===== config.mk =====
export PLATFORM = sky130hd
export DESIGN_NAME = bf_core_stack
export DESIGN_NICKNAME = d
export VERILOG_FILES = /design/src/rtl/bf_pkg.sv /design/src/rtl/bf_loop_stack.sv /design/src/rtl/bf_core_stack.sv
export SDC_FILE = /design/constraint.sdc
export NUM_CORES = 1
export LEC_CHECK = 0
export CAP_MARGIN = 20
export CELL_PAD_IN_SITES_DETAIL_PLACEMENT = 1
export CELL_PAD_IN_SITES_GLOBAL_PLACEMENT = 1
export CORE_AREA = 2 2 205 186
export DETAILED_ROUTE_END_ITERATION = 8
export DIE_AREA = 0 0 207 188
export PLACE_DENSITY_LB_ADDON = 0.1
export RECOVER_POWER = 100
export SETUP_SLACK_MARGIN = 0.3
export SYNTH_ARGS = -nofsm -noshare
export SYNTH_HDL_FRONTEND = slang
export SYNTH_SLANG_ARGS = --single-unit

===== constraint.sdc =====
create_clock -name clk -period 7.97 [get_ports clk]
set_input_delay 0.797 -clock clk [delete_from_list [all_inputs] [get_ports clk]]
set_output_delay 0.797 -clock clk [all_outputs]
set_load 0.01 [all_outputs]

===== src/rtl/bf_pkg.sv =====
`default_nettype none
// ============================================================================
// Module   : bf_pkg
// Brief    : State encoding and opcode constants shared by the brainfuck core.
// Revision : 1.0 - initial release
// ============================================================================
package bf_pkg;

    // Encodings double as the probe output codes.
    typedef enum logic [3:0] {
        ST_FETCH    = 4'd0,
        ST_EXEC     = 4'd1,
        ST_SKIP_F   = 4'd2,
        ST_SKIP_E   = 4'd3,
        ST_OUT_WAIT = 4'd4,
        ST_IN_WAIT  = 4'd5,
        ST_HALT     = 4'd6,
        ST_ERROR    = 4'd7
    } bf_state_e;

    localparam logic [7:0] OP_INC   = 8'h2B;
    localparam logic [7:0] OP_DEC   = 8'h2D;
    localparam logic [7:0] OP_RIGHT = 8'h3E;
    localparam logic [7:0] OP_LEFT  = 8'h3C;
    localparam logic [7:0] OP_OUT   = 8'h2E;
    localparam logic [7:0] OP_IN    = 8'h2C;
    localparam logic [7:0] OP_LOOP  = 8'h5B;
    localparam logic [7:0] OP_END   = 8'h5D;
    localparam logic [7:0] OP_HALT  = 8'h00;

endpackage
`default_nettype wire


===== src/rtl/bf_loop_stack.sv =====
`default_nettype none
// ============================================================================
// Module   : bf_loop_stack
// Brief    : Synchronous LIFO of loop-start addresses (push/pop/top/empty/full).
// Revision : 1.0 - initial release
// ============================================================================
module bf_loop_stack #(
    parameter int CODE_AW     = 9,
    parameter int STACK_DEPTH = 16
) (
    input  logic               clk,
    input  logic               rst,
    input  logic               i_push,
    input  logic               i_pop,
    input  logic [CODE_AW-1:0] i_data,
    output logic [CODE_AW-1:0] o_top,
    output logic               o_empty,
    output logic               o_full
);

    localparam int c_IW = $clog2(STACK_DEPTH);

    logic [c_IW:0]        r_sp;
    logic [CODE_AW-1:0]   r_mem [STACK_DEPTH];
    logic [c_IW-1:0]      w_top_idx;
    logic                 w_do_push;
    logic                 w_do_pop;

    assign w_do_push = i_push && !o_full;
    assign w_do_pop  = i_pop && !o_empty;
    assign w_top_idx = r_sp[c_IW-1:0] - c_IW'(1);
    assign o_top     = r_mem[w_top_idx];
    assign o_empty   = (r_sp == '0);
    assign o_full    = (r_sp == (c_IW+1)'(STACK_DEPTH));

    always_ff @(posedge clk) begin
        if (rst) begin
            r_sp <= '0;
        end else if (w_do_push) begin
            r_sp <= r_sp + (c_IW+1)'(1);
        end else if (w_do_pop) begin
            r_sp <= r_sp - (c_IW+1)'(1);
        end
    end

    // Storage carries no reset; only the pointer defines validity.
    always_ff @(posedge clk) begin
        if (w_do_push) begin
            r_mem[r_sp[c_IW-1:0]] <= i_data;
        end
    end

    a_no_push_pop : assert property (@(posedge clk) disable iff (rst) !(i_push && i_pop));

endmodule
`default_nettype wire


===== src/rtl/bf_core_stack.sv =====
`default_nettype none
// ============================================================================
// Module   : bf_core_stack
// Brief    : Brainfuck execution core with hardware loop return stack and
//            valid/ready byte I/O. Define BF_PERF_COUNT_EN to add the
//            instr_count / stall_count performance outputs.
// Revision : 1.0 - initial release
// ============================================================================
module bf_core_stack
    import bf_pkg::*;
#(
    parameter int CODE_AW     = 9,
    parameter int DATA_AW     = 9,
    parameter int STACK_DEPTH = 16,
    parameter int SKIP_W      = 8
) (
    input  logic               clk,
    input  logic               reset,
    output logic [CODE_AW-1:0] code_addr,
    input  logic [7:0]         code_in,
    output logic [DATA_AW-1:0] data_addr,
    input  logic [7:0]         data_rd,
    output logic [7:0]         data_wr,
    output logic               write_rq,
    output logic [7:0]         out_data,
    output logic               out_valid,
    input  logic               out_ready,
    input  logic [7:0]         in_data,
    input  logic               in_valid,
    output logic               in_ready,
    output logic               halted,
    output logic               error,
    output logic [3:0]         probe
`ifdef BF_PERF_COUNT_EN
    ,
    output logic [31:0]        instr_count,
    output logic [31:0]        stall_count
`endif
);

    localparam logic [CODE_AW-1:0] c_PC_LAST = '1;

    bf_state_e          r_state, w_state_nxt;
    logic [CODE_AW-1:0] r_pc, w_pc_nxt;
    logic [DATA_AW-1:0] r_dp, w_dp_nxt;
    logic [SKIP_W-1:0]  r_skip, w_skip_nxt;
    logic [7:0]         r_out_data;
    logic               r_out_valid;
    logic               r_in_ready;

    logic               w_push, w_pop;
    logic               w_out_set, w_out_clr, w_in_set, w_in_clr;
    logic [CODE_AW-1:0] w_top;
    logic               w_empty, w_full;
    logic               w_at_end;
    logic [CODE_AW-1:0] w_pc_adv;
    bf_state_e          w_adv_state;
    logic               w_out_xfer, w_in_xfer;

    bf_loop_stack #(
        .CODE_AW     (CODE_AW),
        .STACK_DEPTH (STACK_DEPTH)
    ) u_stack (
        .clk     (clk),
        .rst     (reset),
        .i_push  (w_push),
        .i_pop   (w_pop),
        .i_data  (r_pc),
        .o_top   (w_top),
        .o_empty (w_empty),
        .o_full  (w_full)
    );

    // The last program byte never wraps the pc; finishing it halts the core.
    assign w_at_end    = (r_pc == c_PC_LAST);
    assign w_pc_adv    = w_at_end ? r_pc : (r_pc + CODE_AW'(1));
    assign w_adv_state = w_at_end ? ST_HALT : ST_FETCH;
    assign w_out_xfer  = r_out_valid && out_ready;
    assign w_in_xfer   = r_in_ready && in_valid;

    always_comb begin
        w_state_nxt = r_state;
        w_pc_nxt    = r_pc;
        w_dp_nxt    = r_dp;
        w_skip_nxt  = r_skip;
        w_push      = 1'b0;
        w_pop       = 1'b0;
        w_out_set   = 1'b0;
        w_out_clr   = 1'b0;
        w_in_set    = 1'b0;
        w_in_clr    = 1'b0;
        write_rq    = 1'b0;
        data_wr     = 8'h00;
        case (r_state)
            ST_FETCH: w_state_nxt = ST_EXEC;
            ST_EXEC: begin
                w_pc_nxt    = w_pc_adv;
                w_state_nxt = w_adv_state;
                case (code_in)
                    OP_INC: begin
                        write_rq = 1'b1;
                        data_wr  = data_rd + 8'd1;
                    end
                    OP_DEC: begin
                        write_rq = 1'b1;
                        data_wr  = data_rd - 8'd1;
                    end
                    OP_RIGHT: w_dp_nxt = r_dp + DATA_AW'(1);
                    OP_LEFT:  w_dp_nxt = r_dp - DATA_AW'(1);
                    OP_OUT: begin
                        w_pc_nxt    = r_pc;
                        w_out_set   = 1'b1;
                        w_state_nxt = ST_OUT_WAIT;
                    end
                    OP_IN: begin
                        w_pc_nxt    = r_pc;
                        w_in_set    = 1'b1;
                        w_state_nxt = ST_IN_WAIT;
                    end
                    OP_LOOP: begin
                        if (data_rd != 8'h00) begin
                            if (w_full) begin
                                w_pc_nxt    = r_pc;
                                w_state_nxt = ST_ERROR;
                            end else begin
                                w_push = 1'b1;
                            end
                        end else begin
                            w_skip_nxt  = SKIP_W'(1);
                            w_state_nxt = w_at_end ? ST_ERROR : ST_SKIP_F;
                        end
                    end
                    OP_END: begin
                        if (w_empty) begin
                            w_pc_nxt    = r_pc;
                            w_state_nxt = ST_ERROR;
                        end else if (data_rd != 8'h00) begin
                            w_pc_nxt    = w_top + CODE_AW'(1);
                            w_state_nxt = ST_FETCH;
                        end else begin
                            w_pop = 1'b1;
                        end
                    end
                    OP_HALT: begin
                        w_pc_nxt    = r_pc;
                        w_state_nxt = ST_HALT;
                    end
                    default: ;
                endcase
            end
            ST_SKIP_F: w_state_nxt = ST_SKIP_E;
            ST_SKIP_E: begin
                // Running off the program mid-skip is an unbalanced '['.
                w_pc_nxt    = w_pc_adv;
                w_state_nxt = w_at_end ? ST_ERROR : ST_SKIP_F;
                if (code_in == OP_LOOP) begin
                    if (r_skip == '1) begin
                        w_pc_nxt    = r_pc;
                        w_state_nxt = ST_ERROR;
                    end else begin
                        w_skip_nxt = r_skip + SKIP_W'(1);
                    end
                end else if (code_in == OP_END) begin
                    w_skip_nxt = r_skip - SKIP_W'(1);
                    if (r_skip == SKIP_W'(1)) begin
                        w_state_nxt = w_adv_state;
                    end
                end
            end
            ST_OUT_WAIT: begin
                if (w_out_xfer) begin
                    w_out_clr   = 1'b1;
                    w_pc_nxt    = w_pc_adv;
                    w_state_nxt = w_adv_state;
                end
            end
            ST_IN_WAIT: begin
                if (w_in_xfer) begin
                    write_rq    = 1'b1;
                    data_wr     = in_data;
                    w_in_clr    = 1'b1;
                    w_pc_nxt    = w_pc_adv;
                    w_state_nxt = w_adv_state;
                end
            end
            ST_HALT:  w_state_nxt = ST_HALT;
            ST_ERROR: w_state_nxt = ST_ERROR;
            default:  w_state_nxt = ST_ERROR;
        endcase
    end

    always_ff @(posedge clk) begin
        if (reset) begin
            r_state     <= ST_FETCH;
            r_pc        <= '0;
            r_dp        <= '0;
            r_skip      <= '0;
            r_out_data  <= 8'h00;
            r_out_valid <= 1'b0;
            r_in_ready  <= 1'b0;
        end else begin
            r_state <= w_state_nxt;
            r_pc    <= w_pc_nxt;
            r_dp    <= w_dp_nxt;
            r_skip  <= w_skip_nxt;
            if (w_out_set) begin
                r_out_data  <= data_rd;
                r_out_valid <= 1'b1;
            end else if (w_out_clr) begin
                r_out_valid <= 1'b0;
            end
            if (w_in_set) begin
                r_in_ready <= 1'b1;
            end else if (w_in_clr) begin
                r_in_ready <= 1'b0;
            end
        end
    end

    assign code_addr = r_pc;
    assign data_addr = r_dp;
    assign out_data  = r_out_data;
    assign out_valid = r_out_valid;
    assign in_ready  = r_in_ready;
    assign halted    = (r_state == ST_HALT);
    assign error     = (r_state == ST_ERROR);
    assign probe     = r_state;

`ifdef BF_PERF_COUNT_EN
    logic [31:0] r_instr_count;
    logic [31:0] r_stall_count;
    logic        w_retire;

    // I/O opcodes retire on their handshake; faulting opcodes never retire.
    assign w_retire = ((r_state == ST_EXEC) && (w_state_nxt != ST_ERROR) &&
                       (w_state_nxt != ST_OUT_WAIT) && (w_state_nxt != ST_IN_WAIT)) ||
                      ((r_state == ST_OUT_WAIT) && w_out_xfer) ||
                      ((r_state == ST_IN_WAIT) && w_in_xfer);

    always_ff @(posedge clk) begin
        if (reset) begin
            r_instr_count <= '0;
            r_stall_count <= '0;
        end else begin
            if (w_retire && (r_instr_count != '1)) begin
                r_instr_count <= r_instr_count + 32'd1;
            end
            if (((r_state == ST_OUT_WAIT) || (r_state == ST_IN_WAIT)) && (r_stall_count != '1)) begin
                r_stall_count <= r_stall_count + 32'd1;
            end
        end
    end

    assign instr_count = r_instr_count;
    assign stall_count = r_stall_count;
`endif

endmodule
`default_nettype wire

---- After elaboration in Yosys (flattened, before gate mapping) ----
Memories as Yosys holds them, arrays and structs flattened.
Cells that the tools add are included.
cells by class
  $add $sub $neg .......................... 11
  reductions and logical operators ........ 22
  multiplexer cells ....................... 61
  equality and inequality tests ........... 28
operator list
  operator                                          number
  two-way mux 9 bit                                 9
  == test 8 x 6 -> 1 bit, second input constant     6
  two-way mux 8 bit                                 6
  one-hot mux 8 bit (2 select lines)                3
  one-hot mux 9 bit (4 select lines)                1
  one-hot mux 4 bit (7 select lines)                1
  adder 9 x 1 -> 9 bit, second input constant       3
  one-hot mux 9 bit (3 select lines)                1
  two-way mux 3 bit                                 8
  two-way mux 1 bit                                 23
  one-hot mux 4 bit (5 select lines)                1
  one-hot mux 9 bit (2 select lines)                1
  adder 8 x 1 -> 8 bit, second input constant       2
  == test 4 x 3 -> 1 bit, second input constant     4
  == test 8 x 7 -> 1 bit, second input constant     2
  two-way mux 4 bit                                 4
  subtractor 8 x 1 -> 8 bit, second input constant  2
  two-way mux 5 bit                                 2
  != test 2 bit, second input constant              5
  nonzero test 2 bit                                5
  == test 9 bit, second input constant              1
  != test 3 bit, second input constant              3
  subtractor 9 x 1 -> 9 bit, second input constant  1
  == test 4 x 2 -> 1 bit, second input constant     2
  other kinds (21)                                  26
word-level totals
  memories ................................ 1
  logic and storage cells ................. 131
  RAM bits ................................ 144
  output and inout port bits .............. 43
  flip-flop bits (word level) ............. 45
memory list
  memory         depth  bits a word  read ports  clocked after Yosys merged registers in  wr ports  RTL line             source
  u_stack.r_mem  16     9            1           0                                        1         bf_loop_stack.sv:24  logic [CODE_AW-1:0] r_mem [STACK_DEPTH];

---- Depth between registers and ports, before layout ----
  word-level depth ........................ 8
  mapped depth ............................ 17

---- Hierarchy ----
From an unflattened synthesis, not the netlist that was laid out.
unflattened totals
  cells, all modules ...................... 808
  area, all modules ....................... 9320.2 um^2
modules (own cells, without submodules)
  module         instances  area each (um^2)  seq. area each (um^2)  cells an instance
  bf_loop_stack  1          6145.9            4424.2                 379
  bf_core_stack  1          3174.3            780.7                  429

---- Least setup slack after synthesis ----
Ideal clock, no wire load.
  path kind ............................... in2out
  start point ............................. input code_in[7]
  end point ............................... output data_wr[7]
  slack ................................... 4.008 ns
  arrival ................................. 3.165 ns
  stages on the path ...................... 12
  buffers on the path ..................... 0
  cell sequence ........................... nor2_1 > nand2_1 > or2_2 > nor2_1 > ha_1 > a21o_1 > a21oi_1 > o21bai_1 > a21oi_1 > o21ai_0 > xnor2_1 > o21ai_0
on the way
  longest elaborated chain between the ends .. 3
  elaborated cells on any way between the ends .. 4
  those cells by class .................... 2 x eq/ne; 2 x mux
RTL lines
  what                                  RTL line             source
  start, declared                       bf_core_stack.sv:20  input logic [7:0] code_in,
  == test 8 x 6 -> 1 bit                bf_core_stack.sv:99  case (code_in)
  one-hot mux 8 bit (2 select lines) *  bf_core_stack.sv:99
  one-hot mux 8 bit (2 select lines) *  bf_core_stack.sv:94  case (r_state)
  end, declared                         bf_core_stack.sv:23  output logic [7:0] data_wr,
Mark *: on every way between the ends. The rest lies on a longest branch, timed or not.

---- Worst setup path in the final report ----
  start point ............................. register u_stack.r_sp[0]
  end point ............................... register r_pc[6] (netlist: code_addr[6])
on the way
  longest elaborated chain between the ends .. 7
  elaborated cells on any way between the ends .. 12
  those cells by class .................... 2 x add/sub; 3 x eq/ne; 4 x mux; 2 x reduce/logical; 1 x memory
RTL lines
  what                                RTL line              source
  start, declared                     bf_loop_stack.sv:23   logic [c_IW:0] r_sp;
  start signal, assigned              bf_loop_stack.sv:40   r_sp <= r_sp + (c_IW+1)'(1);
  start signal, assigned              bf_loop_stack.sv:42   r_sp <= r_sp - (c_IW+1)'(1);
  subtractor 4 x 1 -> 4 bit           bf_loop_stack.sv:31   assign w_top_idx = r_sp[c_IW-1:0] - c_IW'(1);
  via u_stack.w_top_idx[0]            bf_loop_stack.sv:25   logic [c_IW-1:0] w_top_idx;
  memory read (16 x 9 bit)            n/a
  adder 9 x 1 -> 9 bit                bf_core_stack.sv:138  w_pc_nxt = w_top + CODE_AW'(1);
  two-way mux 9 bit                   bf_core_stack.sv:137  end else if (data_rd != 8'h00) begin
  two-way mux 9 bit                   bf_core_stack.sv:134  if (w_empty) begin
  one-hot mux 9 bit (3 select lines)  bf_core_stack.sv:99
  one-hot mux 9 bit (4 select lines)  bf_core_stack.sv:94
  end signal, assigned                bf_core_stack.sv:203  r_pc <= w_pc_nxt;
  end, declared                       bf_core_stack.sv:44   logic [CODE_AW-1:0] r_pc, w_pc_nxt;
The timed path passes the listed nets, and every way through them passes these cells. The select of a mux whose other input is x is not followed.
A chain may end at the register's enable or synchronous reset.

==> summary.md <==
| Metric | Value |
|---|---|
| Setup TNS | `0 ns` |
| First-pass GRT wire length | `40.3 mm` |
| Violated checks | `max-capacitance violations, max-slew violations` |
| Sequential element share of the synthesized area | `57.2%` |
| Clk Latency, worst-skew pair | `0.45 ns` |
| Fill cells | `3994` |
| Clock transition at path regs | `about 0.08 ns` |
| CP required | `about 8.3 ns` |
| Drt first-iter violations | `311` |
| Synth top area share | `a little under half` |
| Post-synth EDFFs | `144` |
| 1st-pass router iterations | `4` |
| Crit path from | `u_stack.r_sp[0]` |
| WL per Instance | `20.2 um` |
| Reg-to-reg critical path startpoint | `u_stack.r_sp[0]` |
| Max-Cap Viols | `1` |
| Netlist Area Pre-Place | `0.00909 sq mm` |
| Worst slew margin | `-47.8%` |
| Initial Utilization | `24.7%` |
| DRT Wirelength | `25.7 mm` |
| CTS Sinks | `188` |
| PnR Total Power | `roughly 2.0 mW` |
| Synth-to-Final Area Change | `20.1%` |
| Overflow after GRT | `0` |
| CTS max path bufs | `2` |
| RSZ-0062 raised after global routing | `no` |
| YS warnings | `0` |
| Critical Path End Type | `flip-flop` |
| HP Start | `data_addr[5]` |
| Hold slack final | `0.482 ns` |
| # setup viols final | `0` |
| CTS Root Cell | `clkbuf_16` |
| Post-DP HPWL | `approximately 18 mm` |
| Via Count | `6151` |
| Critical path type | `flip-flop to flip-flop` |
| Gr usage total | `13.6%` |
| # resized after CTS | `0` |
| Pwr/cell area | `183 mW/mm^2` |
| Initial antenna violation count | `0` |
| Inserted Diodes | `0` |
| Floorplan row count | `67` |
| Vias in the first global route | `between 6000 and 7000` |
| Worst ir drop on vdd | `around 0.00014 V` |
| Crit path time final | `5.73 ns` |
| Most frequent cells after synthesis | `144 x edfxtp_1, 56 x nor2_1, 52 x nand2_1` |
| Run status | `complete, but fails checks` |
| Cell variety after synth | `69` |
| H-Tree Depth | `4` |
| Top_reg_cell synth | `edfxtp_1` |
| Largest net degree at the start of global routing | `44` |
| Area leader, netlist | `edfxtp_1` |
| Share of layout cells above drive strength 1 | `10.1%` |
| TritonCTS buffer count | `17` |
| Syn_nets | `753` |
| Leak pwr | `3.56 nW` |
| Synthesized flop and latch total | `188` |
| Max Clock Freq | `roughly 170 MHz` |
| Most numerous cell in the Yosys netlist | `edfxtp_1` |
| Finished Core Util | `29.6%` |
| Gpl congestion | `0.796` |
| Die height | `approximately 190 um` |
| Top-level I/O count | `71` |
| Average cell area after synthesis | `13.1 sq um` |
| Via/cell ratio | `4.83` |
| Async SR Flop Fraction | `0%` |
| Antenna-violating nets left | `0` |
| Worst-path fanout max | `32` |
| Die W | `between 200 and 250 um` |
| Final hold vios | `0` |
| Hold Path Class | `flip-flop to flip-flop` |
| IO buf count | `69` |
| CTS Hold Bufs | `0` |
| Slew @ Worst Pin | `between 2 and 2.5 ns` |
| Mapped Cells | `between 600 and 700` |
| # Post-CTS Setup Buffers | `0` |
| TritonCTS clock tree | `done` |
| CORE AREA | `0.0369 sq mm` |
| DIE AREA | `0.0389 sq mm` |
| Slew Viols, Final | `33` |
| Fin crit share | `between 70% and 80%` |
| Crit path arrival time | `~6.1 ns` |
| Layout Nets | `834` |
| Crit start category | `flip-flop` |
| Number of remaining DRC errors | `0` |
| Area contributors post-synth | `edfxtp_1 48%, dfxtp_1 9.7%, mux4_2 8.7%` |
| Worst Skew | `0.0100 ns` |
[final cells by class]
| cell class | count | area, sq um | share of cell area, % |
|---|---|---|---|
| Inverter | 18 | 67.6 | 0.619 |
| Timing Repair Buffer | 93 | 787 | 7.21 |
| Clock buffer | 18 | 429 | 3.93 |
| Tap cell | 483 | 604 | 5.53 |
| Multi-Input combinational cell | 459 | 3660 | 33.5 |
| Sequential cell | 188 | 5200 | 47.7 |
| Clock inverter | 14 | 173 | 1.58 |
[per-stage QoR]
stage	setup slack (ns)	cell area (sq um)	instances
CTS	2.61	11000	1266
global placement	2.77	10300	1230
finish	2.24	10900	1273
detailed placement	2.63	10400	1234
global route	1.53	10900	1273
floorplan	4.01	9090	696
[per-layer routing]
| metal | GRT usage [%] | wire length, um | vias to the layer above |
|---|---|---|---|
| li1 | - | - | 2866 |
| met2 | 21.7 | 12100 | 68 |
| met4 | 3.60 | 234 | 0 |
| met3 | 2.51 | 641 | 20 |
| met1 | 19.0 | 12800 | 3197 |
| met5 | 0 | 0 | - |
[flip-flops by register name, indices dropped and copies added (netlist names)]
name	flops
u_stack.r_mem	144
code_addr	9
data_addr	9
out_data	8
r_skip	8
u_stack.r_sp	5
probe	3
in_ready	1
out_valid	1
[cells in the final DEF, fill, tap and decap left out, types with 21 or more instances in the layout]
cell type          n
dlygate4sd3_1     45
clkbuf_1          22
dfxtp_1           44
clkdlybuf4s50_1   23
nor2_1            56
edfxtp_1         144
o21ai_0           25
a21oi_1           37
mux4_2            35
nand3_1           21
nand2_1           52
ha_1              26
[kinds of logic (layout without fill, tap and decap cells)]
family / Yosys count / in the layout / share of synthesized area [%]
xor gates and xnor gates: 24 / 24 / 2.31
AOI/OAI and AO/OA: 130 / 130 / 9.40
other: 1 / 1 / 0.0412
and+or+nand+nor: 219 / 219 / 12.3
DFF: 188 / 188 / 57.2
muxes: 56 / 56 / 12.1
buffers and inverters: 49 / 143 / 2.37
adders and majority gates: 29 / 29 / 4.24
[path summary, 6_finish.rpt]
check,endpoint,slack (ns),depth (start not counted)
setup / recovery,code_addr[6],2.24,10
hold / removal,data_addr[5],0.48,2
setup reg to reg,code_addr[6],2.24,10
hold reg to reg,data_addr[5],0.48,2
[critical path, cell delays in order, from the launching register on]
cell and delay [ns]:
dfxtp_1 1.18, inv_1 0.24, ha_1 0.36, clkbuf_1 1.57
mux4_2 0.52, mux2i_1 0.11, a21oi_1 0.50, ha_1 0.37
o2111ai_1 0.16, xor2_1 0.18, a2111oi_0 0.38
[report_power, final]
part / internal (mW) / switching [mW]
Combinational: 0.0263 / 0.0376
Clock: 0.476 / 0.411
Sequential: 1.05 / 0.00277
(Power assumes the default switching activity.)
